<file path="src/rtl/cam_capture.sv">
// Camera capture: assembles 8-bit VSYNC/HREF byte pairs into RGB565 pixels
// and writes them to the frame buffer at linear pixel addresses.
module cam_capture #(
    parameter int unsigned WIDTH_IMAGE  = 640,
    parameter int unsigned HEIGHT_IMAGE = 480
) (
    input  logic        i_clk,
    input  logic        i_reset_n,
    input  logic        i_capture_en,
    input  logic        i_vsync,
    input  logic        i_href,
    input  logic [7:0]  i_data,
    output logic        o_wr_en,
    output logic [18:0] o_wr_addr,
    output logic [15:0] o_wr_data,
    output logic        o_busy,
    output logic        o_frame_done,
    output logic        o_frame_ok,
    output logic [7:0]  o_frame_count
);

    localparam int unsigned NUM_PIXELS = WIDTH_IMAGE * HEIGHT_IMAGE;
    localparam int unsigned ADDR_W     = 19;
    localparam int unsigned DATA_W     = 16;
    localparam int unsigned BYTE_W     = 8;
    localparam int unsigned CNT_W      = 8;
    // Counters saturate one past their nominal value so over-long lines/frames never alias.
    localparam int unsigned PIX_W      = $clog2(WIDTH_IMAGE + 2);
    localparam int unsigned LINE_W     = $clog2(HEIGHT_IMAGE + 2);

    typedef enum logic [1:0] {
        S_SYNC,
        S_WAIT,
        S_ACTIVE
    } state_t;

    state_t              state, state_nxt;
    logic                r_vsync, r_href, d_vsync, d_href;
    logic [BYTE_W-1:0]   r_data;
    logic                phase, phase_nxt;
    logic [BYTE_W-1:0]   hi_byte, hi_byte_nxt;
    logic [ADDR_W-1:0]   addr, addr_nxt;
    logic [PIX_W-1:0]    pix_cnt, pix_cnt_nxt;
    logic [LINE_W-1:0]   line_cnt, line_cnt_nxt;
    logic                line_err, line_err_nxt;
    logic                ovf, ovf_nxt;
    logic                wr_en_nxt;
    logic [ADDR_W-1:0]   wr_addr_nxt;
    logic [DATA_W-1:0]   wr_data_nxt;
    logic                busy_nxt, frame_done_nxt, frame_ok_nxt;
    logic [CNT_W-1:0]    frame_count_nxt;

    // HREF is only meaningful outside vertical blanking.
    logic href_v, vsync_rise, vsync_fall, href_fall;
    assign href_v     = r_href & ~r_vsync;
    assign vsync_rise = r_vsync & ~d_vsync;
    assign vsync_fall = ~r_vsync & d_vsync;
    assign href_fall  = d_href & ~href_v;

    // Input sampling and edge-detect delay stage.
    always_ff @(posedge i_clk or negedge i_reset_n) begin
        if (!i_reset_n) begin
            r_vsync <= 1'b0;
            r_href  <= 1'b0;
            r_data  <= '0;
            d_vsync <= 1'b0;
            d_href  <= 1'b0;
        end else begin
            r_vsync <= i_vsync;
            r_href  <= i_href;
            r_data  <= i_data;
            d_vsync <= r_vsync;
            d_href  <= href_v;
        end
    end

    always_ff @(posedge i_clk or negedge i_reset_n) begin
        if (!i_reset_n) begin
            state         <= S_SYNC;
            phase         <= 1'b0;
            hi_byte       <= '0;
            addr          <= '0;
            pix_cnt       <= '0;
            line_cnt      <= '0;
            line_err      <= 1'b0;
            ovf           <= 1'b0;
            o_wr_en       <= 1'b0;
            o_wr_addr     <= '0;
            o_wr_data     <= '0;
            o_busy        <= 1'b0;
            o_frame_done  <= 1'b0;
            o_frame_ok    <= 1'b0;
            o_frame_count <= '0;
        end else begin
            state         <= state_nxt;
            phase         <= phase_nxt;
            hi_byte       <= hi_byte_nxt;
            addr          <= addr_nxt;
            pix_cnt       <= pix_cnt_nxt;
            line_cnt      <= line_cnt_nxt;
            line_err      <= line_err_nxt;
            ovf           <= ovf_nxt;
            o_wr_en       <= wr_en_nxt;
            o_wr_addr     <= wr_addr_nxt;
            o_wr_data     <= wr_data_nxt;
            o_busy        <= busy_nxt;
            o_frame_done  <= frame_done_nxt;
            o_frame_ok    <= frame_ok_nxt;
            o_frame_count <= frame_count_nxt;
        end
    end

    always_comb begin
        state_nxt       = state;
        phase_nxt       = phase;
        hi_byte_nxt     = hi_byte;
        addr_nxt        = addr;
        pix_cnt_nxt     = pix_cnt;
        line_cnt_nxt    = line_cnt;
        line_err_nxt    = line_err;
        ovf_nxt         = ovf;
        wr_en_nxt       = 1'b0;
        wr_addr_nxt     = o_wr_addr;
        wr_data_nxt     = o_wr_data;
        frame_done_nxt  = 1'b0;
        frame_ok_nxt    = o_frame_ok;
        frame_count_nxt = o_frame_count;

        case (state)
            S_SYNC: begin
                if (r_vsync) state_nxt = S_WAIT;
            end
            S_WAIT: begin
                if (vsync_fall && i_capture_en) begin
                    addr_nxt     = '0;
                    line_cnt_nxt = '0;
                    pix_cnt_nxt  = '0;
                    phase_nxt    = 1'b0;
                    line_err_nxt = 1'b0;
                    ovf_nxt      = 1'b0;
                    state_nxt    = S_ACTIVE;
                end
            end
            S_ACTIVE: begin
                if (vsync_rise) begin
                    frame_done_nxt  = 1'b1;
                    frame_ok_nxt    = !line_err && !ovf && (32'(line_cnt) == HEIGHT_IMAGE);
                    frame_count_nxt = o_frame_count + CNT_W'(1);
                    state_nxt       = S_WAIT;
                end else if (href_v) begin
                    phase_nxt = ~phase;
                    if (!phase) begin
                        hi_byte_nxt = r_data;
                    end else begin
                        if (32'(pix_cnt) <= WIDTH_IMAGE) pix_cnt_nxt = pix_cnt + PIX_W'(1);
                        if (32'(addr) < NUM_PIXELS) begin
                            wr_en_nxt   = 1'b1;
                            wr_addr_nxt = addr;
                            wr_data_nxt = {hi_byte, r_data};
                            addr_nxt    = addr + ADDR_W'(1);
                        end else begin
                            ovf_nxt = 1'b1;
                        end
                    end
                end else if (href_fall) begin
                    if (32'(line_cnt) <= HEIGHT_IMAGE) line_cnt_nxt = line_cnt + LINE_W'(1);
                    if ((32'(pix_cnt) != WIDTH_IMAGE) || phase) line_err_nxt = 1'b1;
                    phase_nxt   = 1'b0;
                    pix_cnt_nxt = '0;
                end
            end
            default: state_nxt = S_SYNC;
        endcase

        busy_nxt = (state_nxt == S_ACTIVE);
    end

endmodule

</file>
<file path="config.mk">
export PLATFORM = sky130hd
export DESIGN_NAME = cam_capture
export DESIGN_NICKNAME = d
export VERILOG_FILES = /design/src/rtl/cam_capture.sv
export SDC_FILE = /design/constraint.sdc
export NUM_CORES = 1
export LEC_CHECK = 0
export CORE_MARGIN = 10
export CORE_UTILIZATION = 55
export DETAILED_ROUTE_END_ITERATION = 7
export HOLD_SLACK_MARGIN = 0.03
export PLACE_DENSITY = 0.8
export SYNTH_ARGS = -nofsm -noshare
export SYNTH_HDL_FRONTEND = slang
export SYNTH_SLANG_ARGS = --single-unit
</file>
<file path="constraint.sdc">
create_clock -name i_clk -period 2.8 [get_ports i_clk]
set_input_delay 0.42 -clock i_clk [delete_from_list [all_inputs] [get_ports i_clk]]
set_output_delay 0.42 -clock i_clk [all_outputs]
set_load 0.005 [all_outputs]
</file>
==> flow_summary.ini <==
[final_layout]
synthToLayoutAreaGrowth_pct = 20.3
most-common-layout-cells = dfrtp_1 (110), clkdlybuf4s50_1 (58), mux2_2 (45)
fillers = 635
nNetsFinal = 495
num_antenna_cells = 0
final_common_cell = dfrtp_1
layout-drive-gt1-share_pct = 17.3

[die]
std_cell_rows = 33
coreArea_um2 = 8340
ios = 60
start_util_pct = 57.3
die_h_um = 113
fp.dieW_um = 113
die_area_um2 = 12800

[timing]
setup_viol = 0
fin_crit_ps = 2400
slew_violations = 0
rsz0062_at_grt = no
slew_headroom_pct = 57.2
clock_skew_ps = 10.8
worst-slew-pin-transition_ps = 643
finalHoldViolations = 0
setup_tns_ps = 0
post-route-period-util_pct = 85.7
fmax_mhz = 417

[clock_tree]
cts.clk_slew.worst_paths_ps = 110
postCtsSetupRepairBufs = 0
clock_latency_ps = 370
cts_root_buffer = clkbuf_8
cts_buffers = 9
hold_buffers = 0
cts_resized = 0
clockBufferDepth = 2
clock_sinks = 110
cts_tree = yes
htreeDepth = 3

[synth]
synth_area_leader_cell = dfrtp_1
postSynthCellCount = 405
synth.net_count = 424
ys_types = 47
synth_edf_count = 0
syn_area_per_cell_um2 = 11.8
synth_area_um2 = 4780
async_reset_ff_share_pct = 100
ys_seq_area_share_pct = 57.6
yosys-top-cells-area = dfrtp_1 (58%), mux2_2 (11%), o21ai_0 (3.0%), nand3_1 (2.2%), nand2_1 (1.7%)
yosysTopAreaCellShare_pct = 57.6
ys_warn_count = 0
ys.flop_type = dfrtp_1
synth_seq_cells = 110

[power]
p_int_uw = 2330
p_per_area_nw_per_um2 = 568
p_leak_uw = 0.00261
p_sw_uw = 935
total_power_uw = 3260
seq_power_share_pct = 56.4
ir_drop_mv = 0.384
pwr-share-clk_pct = 28.8
combPwrFrac_pct = 14.8
switching_share_pct = 28.6

[global_route]
grt_pass1_vias = 3513
grt_overflow = 0
grt_max_degree = 52
grt_first_pass_wirelength_mm = 17.3
antenna_found_initial = 0
gr-usage-all-layers_pct = 16.1

[critical_path]
cp_cell_sequence = nand4bb_1, nor4b_2, buf_4, mux2_2
slowest_stage = dfrtp_1
r2r_start = r_vsync
r2r_slack_ps = 400
worstPathRequired_ps = 3060
startpoint_type = flop
cp.arrival_ps = 2660
rr_worst_depth = 4
end_kind = flop
worstReg2RegEnd = o_wr_data[7]
path_max_fanout = 28
crit_path_max_incr_delay_ps = 520
criticalPathCategory = flop to flop

[route]
postRouteAntennaNets = 0
vias = 3405
dr.pass1.iters = 5
drc = 0
via_per_inst = 5.81
first_iter_violations = 188
wl_per_cell_um = 17.1
wl_mm = 10.0

[status]
status = finished clean

[placed_design]
gp_congestion = 0.797
io_buffer_count = 59
place_hpwl_mm = 7.19

[min_path]
worstHoldPathType = input port to asynchronous set/reset pin

[job]
maxCapViolations = 0
flip-flops by register name, indices dropped and copies added, names as in the netlist, 2 cells and up:
name and count:
o_wr_data 16, state 2, r_data 8, line_cnt 9
pix_cnt 10, addr 19, o_wr_addr 19, hi_byte 8
o_frame_count 8
worst max-delay path by stage:
stage	from	to	depth (start not counted)
after global routing	addr[12]	addr[14]	5
final	r_vsync	o_wr_data[7]	4
after floorplan	r_vsync	o_wr_addr[16]	7
after CTS	r_vsync	o_wr_data[7]	4
after detailed placement	i_capture_en	pix_cnt[6]	7
after global placement	i_capture_en	pix_cnt[7]	6
final cells by class:
cell class	count	area, µm²	area share, %
flip-flops and latches	110	2750	47.9
repair buffers	72	686	11.9
well taps	105	131	2.29
inverters	14	52.6	0.915
clock inverters	7	77.6	1.35
multi-input cells	269	1920	33.4
clock buffers	9	124	2.16
power by group through the flow:
stage | Clock [µW] | Combinational (µW) | Sequential, µW
5_1_grt | 1040 | 544 | 1860
2_1_floorplan | 0 | 268 | 1840
4_1_cts | 968 | 492 | 1840
3_5_place_dp | 0 | 489 | 1870
3_3_place_gp | 0 | 468 | 1860
6_report | 941 | 482 | 1840
synth_stat cells (3+ instances only):
cell type,count
nor2b_1,4
a31oi_1,4
mux2_2,45
inv_1,14
and3_1,12
dfrtp_1,110
nor2_1,21
ha_1,6
o21ai_0,29
o31ai_1,10
and2_1,3
a21oi_1,15
nand3_1,21
buf_2,8
nand2_1,22
clkbuf_1,4
nand4_1,12
nand2b_1,6
or3_1,11
xnor2_1,7
xor2_1,8
nor3_1,3
metrics by stage:
step | std cells | util, % | hold slack, ps | worst slack (ps) | cell area (µm²)
CTS | 586 | 68.9 | 84.7 | 413 | 5750
global route | 586 | 68.9 | 101 | 247 | 5750
finish | 586 | 68.9 | 58.0 | 399 | 5750
detailed placement | 570 | 66.5 | 462 | 245 | 5540
global placement | 570 | 66.5 | 463 | 300 | 5540
floorplan | 405 | - | 124 | 741 | 4780
cells by family (layout without fill, tap and decap cells):
group           after synthesis  in the layout  share of synthesized area, %
simple gates                131            131                          15.3
flops                       110            110                          57.6
compound gates               70             70                          9.33
mux                          47             47                          11.1
buf+inv                      26            102                          2.25
xor+xnor                     15             15                          2.75
fa+ha+maj                     6              6                          1.57
metal layers:
layer,wire length [µm],up-vias,track usage (%)
met1,4290,1694,19.7
met4,91,0,3.38
li1,-,1613,-
met5,0,-,0
met3,791,8,6.66
met2,4860,90,26.2
critical path: cells and delay by family, from the launching register on:
family / cells / cell delay, ps
flops: 1 / 520
mux: 1 / 390
simple gates: 2 / 960
buf+inv: 1 / 420
(Power assumes the default switching activity.)
